[config.mk]
export PLATFORM = sky130hd
export DESIGN_NAME = id_ex_stage
export DESIGN_NICKNAME = d
export VERILOG_FILES = /design/src/rtl/id_ex_stage.sv
export SDC_FILE = /design/constraint.sdc
export NUM_CORES = 1
export LEC_CHECK = 0
export BUFFER_PORTS_ARGS = -buffer_cell sky130_fd_sc_hd__buf_2
export CELL_PAD_IN_SITES_DETAIL_PLACEMENT = 0
export CELL_PAD_IN_SITES_GLOBAL_PLACEMENT = 2
export CORE_MARGIN = 2
export CORE_UTILIZATION = 19
export DETAILED_ROUTE_END_ITERATION = 6
export GPL_TIMING_DRIVEN = 0
export PLACE_DENSITY_LB_ADDON = 0.3
export SETUP_SLACK_MARGIN = 0.02
export SLEW_MARGIN = 10
export SYNTH_ARGS = -nofsm -noshare
export SYNTH_HDL_FRONTEND = slang
export SYNTH_SLANG_ARGS = --single-unit
[constraint.sdc]
create_clock -name clk -period 0.9 [get_ports clk]
set_clock_uncertainty 0.1 [all_clocks]
set_input_delay 0.09 -clock clk [delete_from_list [all_inputs] [get_ports clk]]
set_output_delay 0.09 -clock clk [all_outputs]
set_load 0.01 [all_outputs]
[src/rtl/id_ex_stage.sv]
// Decode-to-execute pipeline register with operand forwarding; optional feature macro ID_EX_FWD_EN.
// Latency: 1 cycle ID->EX; forwarding muxes on ex_rs/ex_rt are combinational from the latched selectors.
// Backpressure: stall holds the slot (operands refresh from forwarding), flush inserts a bubble and wins over stall.
module id_ex_stage (
    input  logic        clk,
    input  logic        rst_n,
    input  logic        stall,
    input  logic        flush,
    input  logic        id_valid,
    input  logic [4:0]  id_opcode,
    input  logic [1:0]  id_funct,
    input  logic [15:0] id_pc,
    input  logic [7:0]  id_imm,
    input  logic [15:0] id_rs_data,
    input  logic [15:0] id_rt_data,
    input  logic [2:0]  id_rs_sel,
    input  logic [2:0]  id_rt_sel,
    input  logic [2:0]  id_wr_sel,
    input  logic        id_wr_en,
    input  logic        exm_wr_en,
    input  logic [2:0]  exm_wr_sel,
    input  logic [15:0] exm_wr_data,
    input  logic        wb_wr_en,
    input  logic [2:0]  wb_wr_sel,
    input  logic [15:0] wb_wr_data,
    output logic        ex_valid,
    output logic        ex_wr_en,
    output logic [4:0]  ex_opcode,
    output logic [1:0]  ex_funct,
    output logic [15:0] ex_pc,
    output logic [15:0] ex_rs,
    output logic [15:0] ex_rt,
    output logic [7:0]  ex_imm,
    output logic [2:0]  ex_wr_sel,
    output logic [1:0]  fwd_rs_src,
    output logic [1:0]  fwd_rt_src
);

    logic        wr_en_q;
    logic [2:0]  rs_sel_q;
    logic [2:0]  rt_sel_q;
    logic [15:0] rs_q;
    logic [15:0] rt_q;
    logic [15:0] rs_cap;
    logic [15:0] rt_cap;

`ifdef ID_EX_FWD_EN
    // EX/MEM is the younger producer, so it is checked before WB.
    always_comb begin
        fwd_rs_src = 2'd0;
        fwd_rt_src = 2'd0;
        ex_rs      = rs_q;
        ex_rt      = rt_q;
        if (ex_valid) begin
            if (exm_wr_en && exm_wr_sel == rs_sel_q) begin
                fwd_rs_src = 2'd1;
                ex_rs      = exm_wr_data;
            end else if (wb_wr_en && wb_wr_sel == rs_sel_q) begin
                fwd_rs_src = 2'd2;
                ex_rs      = wb_wr_data;
            end
            if (exm_wr_en && exm_wr_sel == rt_sel_q) begin
                fwd_rt_src = 2'd1;
                ex_rt      = exm_wr_data;
            end else if (wb_wr_en && wb_wr_sel == rt_sel_q) begin
                fwd_rt_src = 2'd2;
                ex_rt      = wb_wr_data;
            end
        end
    end

    // The register file write in the same cycle is not yet visible on its read port.
    assign rs_cap = (wb_wr_en && wb_wr_sel == id_rs_sel) ? wb_wr_data : id_rs_data;
    assign rt_cap = (wb_wr_en && wb_wr_sel == id_rt_sel) ? wb_wr_data : id_rt_data;
`else
    assign ex_rs      = rs_q;
    assign ex_rt      = rt_q;
    assign fwd_rs_src = 2'd0;
    assign fwd_rt_src = 2'd0;
    assign rs_cap     = id_rs_data;
    assign rt_cap     = id_rt_data;

    logic unused_fwd;
    assign unused_fwd = ^{exm_wr_en, exm_wr_sel, exm_wr_data, wb_wr_en, wb_wr_sel,
                          wb_wr_data, rs_sel_q, rt_sel_q};
`endif

    always_ff @(posedge clk) begin
        if (!rst_n || flush) begin
            ex_valid  <= 1'b0;
            wr_en_q   <= 1'b0;
            ex_opcode <= '0;
            ex_funct  <= '0;
            ex_pc     <= '0;
            ex_imm    <= '0;
            ex_wr_sel <= '0;
            rs_sel_q  <= '0;
            rt_sel_q  <= '0;
            rs_q      <= '0;
            rt_q      <= '0;
        end else if (stall) begin
`ifdef ID_EX_FWD_EN
            // Keep whatever is being forwarded now; the producer may retire before the stall ends.
            rs_q <= ex_rs;
            rt_q <= ex_rt;
`endif
        end else begin
            ex_valid  <= id_valid;
            wr_en_q   <= id_wr_en;
            ex_opcode <= id_opcode;
            ex_funct  <= id_funct;
            ex_pc     <= id_pc;
            ex_imm    <= id_imm;
            ex_wr_sel <= id_wr_sel;
            rs_sel_q  <= id_rs_sel;
            rt_sel_q  <= id_rt_sel;
            rs_q      <= rs_cap;
            rt_q      <= rt_cap;
        end
    end

    assign ex_wr_en = wr_en_q & ex_valid;

endmodule

Yosys cells after proc, flatten, opt, wreduce, memory -nomap -nowiden
Cells that the tools add are included.
{"block": "op_classes", "magnitude_cmp": 0, "div_mod_pow": 0, "multipliers": 0, "add_sub_neg": 0, "muxes": 0, "eq_ne": 0, "n_shift": 0, "bitwise": 1, "n_reduce_logical": 2}
{"operator": "1-bit AND", "n": 1}
{"operator": "1-bit zero test", "n": 1}
{"operator": "1-bit logical OR", "n": 1}
{"block": "word_totals", "output_inout_bits": 72, "rom_bits": 0, "ram_bits": 0, "n_memories": 0, "wordCells": 12, "latchBits": 0, "reg_bits": 68}

Depth between registers and ports, before layout
{"block": "depth", "word_depth": 2, "mapped_depth": 5}

Worst setup path after synthesis
Ideal clock, no wire load.
{"block": "synth_timing", "path_kind": "input to register", "start": "in stall", "end": "reg ex_funct[0]", "setup_ns": 0.114, "arrival_ns": 0.700, "slack_ns": -0.014, "stages": 5, "cell_sequence": "buf_4 > buf_8 > buf_12 > mux2i_1 > nor2_1"}
{"element": "start, declared", "line_no": "7", "source": "input logic stall,"}
{"element": "end signal, assigned", "line_no": "111", "source": "ex_funct <= id_funct;"}
{"element": "end, declared", "line_no": "29", "source": "output logic [1:0] ex_funct,"}

Worst setup path after layout
{"block": "layout_timing", "start": "reg ex_valid", "end": "out ex_wr_en"}
{"block": "layout_via", "elab_chain_cells": 1}
{"element": "start, declared", "line_no": "26", "source": "output logic ex_valid,"}
{"element": "start signal, assigned", "line_no": "108", "source": "ex_valid <= id_valid;"}
{"element": "1-bit AND", "line_no": "122", "source": "assign ex_wr_en = wr_en_q & ex_valid;"}
{"element": "end, declared", "line_no": "27", "source": "output logic ex_wr_en,"}
Every way passes these cells.

==> summary.md <==
| Metric | Value |
|---|---|
| Synth-to-Final Area Change | `97.9%` |
| Violated checks | `negative setup slack` |
| RSZ-0062 raised after global routing | `true` |
| Later-pin clock latency in the skew report | `0.33 ns` |
| Initial Util | `19.6%` |
| Pin count of the biggest net entering global routing | `11` |
| Yosys warning total | `0` |
| DR vias/cell | `3.69` |
| Fin nets | `571` |
| Leak | `0.00234 µW` |
| Syn Std Cell Area | `2480 µm²` |
| Clk buf depth | `2` |
| Clock buffer count from CTS | `9` |
| Setup ws final | `-0.197 ns` |
| Final Hold Vio Count | `0` |
| Max_cap viols | `0` |
| Core footprint | `12700 µm²` |
| Final Cell Area | `4910 µm²` |
| Final count of pins violating max slew | `0` |
| GRT overflow | `0` |
| CP Launch Type | `flop` |
| Pre-antenna DRT Iters | `3` |
| Port Buffer Count | `138` |
| Reg2reg start | `ex_pc[8]` |
| Layout cells sized above 1 | `53.4%` |
| Die H | `118 µm` |
| Hold WC Path Type | `primary input to flop` |
| Tmin final | `1.10 ns` |
| # DRC | `0` |
| CP arrival | `0.91 ns` |
| Worst EP required | `0.71 ns` |
| Total GRT Usage | `11.1%` |
| Filler instances | `1290` |
| Hold Path Sink | `wr_en_q` |
| CP max FO | `2` |
| Sequential-to-total area share from yosys stat | `54.8%` |
| Multi-input gate area | `963 µm²` |
| R2R cell count | `3` |
| Reg area | `1450 µm²` |
| Drt first-iter violations | `66` |
| Status | `finished with violations` |
| Drt wl/cell | `11.6 µm` |
| Antenna violations before repair | `0` |
| Path type of the worst setup path | `flop to output pin` |
| DRT Wirelength | `7.32 mm` |
| Reg-to-reg endpoint | `ex_pc[8]` |
| Via count | `2318` |
| Endpoints failing setup | `68` |
| DIE AREA | `14000 µm²` |
| Placed inst area | `3410 µm²` |
| Antenna-violating nets left | `0` |
| ANT cells | `0` |
| Pwr/cell area | `1530 nW/µm²` |
| Max rail drop VDD | `995 µV` |
| Tcrit/Tclk final | `122%` |
| Most frequent cells in the layout | `buf_2 (72), buf_6 (69), mux2i_1 (68), nor2_1 (68), dlygate4sd3_1 (68)` |
| Most common cell after layout, fill and taps aside | `buf_2` |
| Num rows | `41` |
| Placer Congestion | `0.652` |
| Crit end category | `output pin` |
| Upper clock frequency limit | `0.912 GHz` |
| Hold Crit Depth | `4` |
| Post-synthesis register bit count | `68` |
| # H-tree levels | `3` |
| Distinct cells, synth | `12` |
| Syn Area/Cell | `10.9 µm²` |
| CTS sink cnt | `68` |
| Die width | `118 µm` |
| Clock Tree Root | `clkbuf_16` |
| First-pass GRT wire length | `12.1 mm` |
| Hold_sp | `stall` |
| Reg clk slew, reported paths | `0.05 ns` |
| Mapped Cells | `227` |
| Number of global-route vias before repair | `2495` |
| Setup slack, reg-to-reg | `0.03 ns` |
| Worst hold slack | `0.103 ns` |
| CTS tree | `done` |
| Hpwl dp | `4.75 mm` |
| I/O pin count | `190` |
[through the flow]
stage               utilization (%)  instances  TNS [ns]  power [µW]  setup slack, ns
global placement               26.9        540    -17.00        3970           -0.337
global route                   38.8        629     -6.34        7960           -0.231
CTS                            38.5        625     -5.32        7690           -0.219
detailed placement             26.9        540    -16.73        3970           -0.337
floorplan                         -        230         0        3650           0.0260
finish                         38.8        629     -3.82        7520           -0.197
[routing by layer]
layer	vias up	global-route usage, %	part of all wire, %
li1	1181	-	-
met3	5	5.55	7.8
met2	91	19.0	50
met1	1041	11.9	41
met5	-	0	0
met4	0	3.16	1.2
[worst max path at each step]
stage	from	endpoint	slack (ns)	cells after the start
floorplan	stall	ex_funct[0]	0.03	5
global placement	flush	ex_imm[3]	-0.34	5
detailed placement	flush	ex_rt[12]	-0.34	5
CTS	ex_valid	ex_wr_en	-0.22	2
global route	ex_valid	ex_wr_en	-0.23	2
finish	ex_valid	ex_wr_en	-0.20	2
[cells by family after synthesis]
family,after synthesis,synth area share (%)
other,1,0.151
DFF,68,54.8
muxes,68,27.4
buffers and inverters,20,6.80
and+or+nand+nor,70,10.8
[flip-flops by register name (all words and copies together), names as in the netlist]
name and flops:
ex_funct 2, ex_imm 8, ex_opcode 5, ex_pc 16, ex_rs 16, ex_rt 16, ex_valid 1, ex_wr_sel 3
wr_en_q 1
[critical path, cell delays in order (launching register included)]
cell and delay [ns]:
dfxtp_2 0.31, and2_1 0.14, buf_2 0.14
[area by class of cell]
class	instances	area share, %
Timing Repair Buffer	212	37.4
Clock buffer	13	5.30
Sequential cell	68	29.4
Clock inverter	2	0.204
Buffer	20	3.72
Multi-Input combinational cell	142	19.6
Tap cell	172	4.38
[timing repair]
action,in CTS,in global routing
setup endpoints to repair,68,107
resized for setup,134,8
endpoints found under the hold margin,68,0
buffers inserted,2,4
pin swaps,0,0
hold buffers,68,0
[power breakdown]
| group | leakage [µW] | total (µW) | internal [µW] | switching [µW] |
|---|---|---|---|---|
| Clock | 0.000135 | 3220 | 1990 | 1230 |
| Combinational | 0.00162 | 1090 | 698 | 394 |
| Sequential | 0.000584 | 3200 | 3130 | 67.0 |
[cells in the mapped netlist]
cell / count / area (µm²)
conb_1: 1 / 3.75
clkbuf_1: 4 / 15.0
and2_1: 1 / 6.26
nand2b_1: 1 / 6.26
buf_8: 1 / 15.0
buf_4: 11 / 82.6
nor2_1: 68 / 255
mux2i_1: 68 / 681
dfxtp_1: 68 / 1360
buf_6: 1 / 11.3
buf_12: 2 / 40.0
buf_2: 1 / 5.00
(Power assumes the default switching activity.)
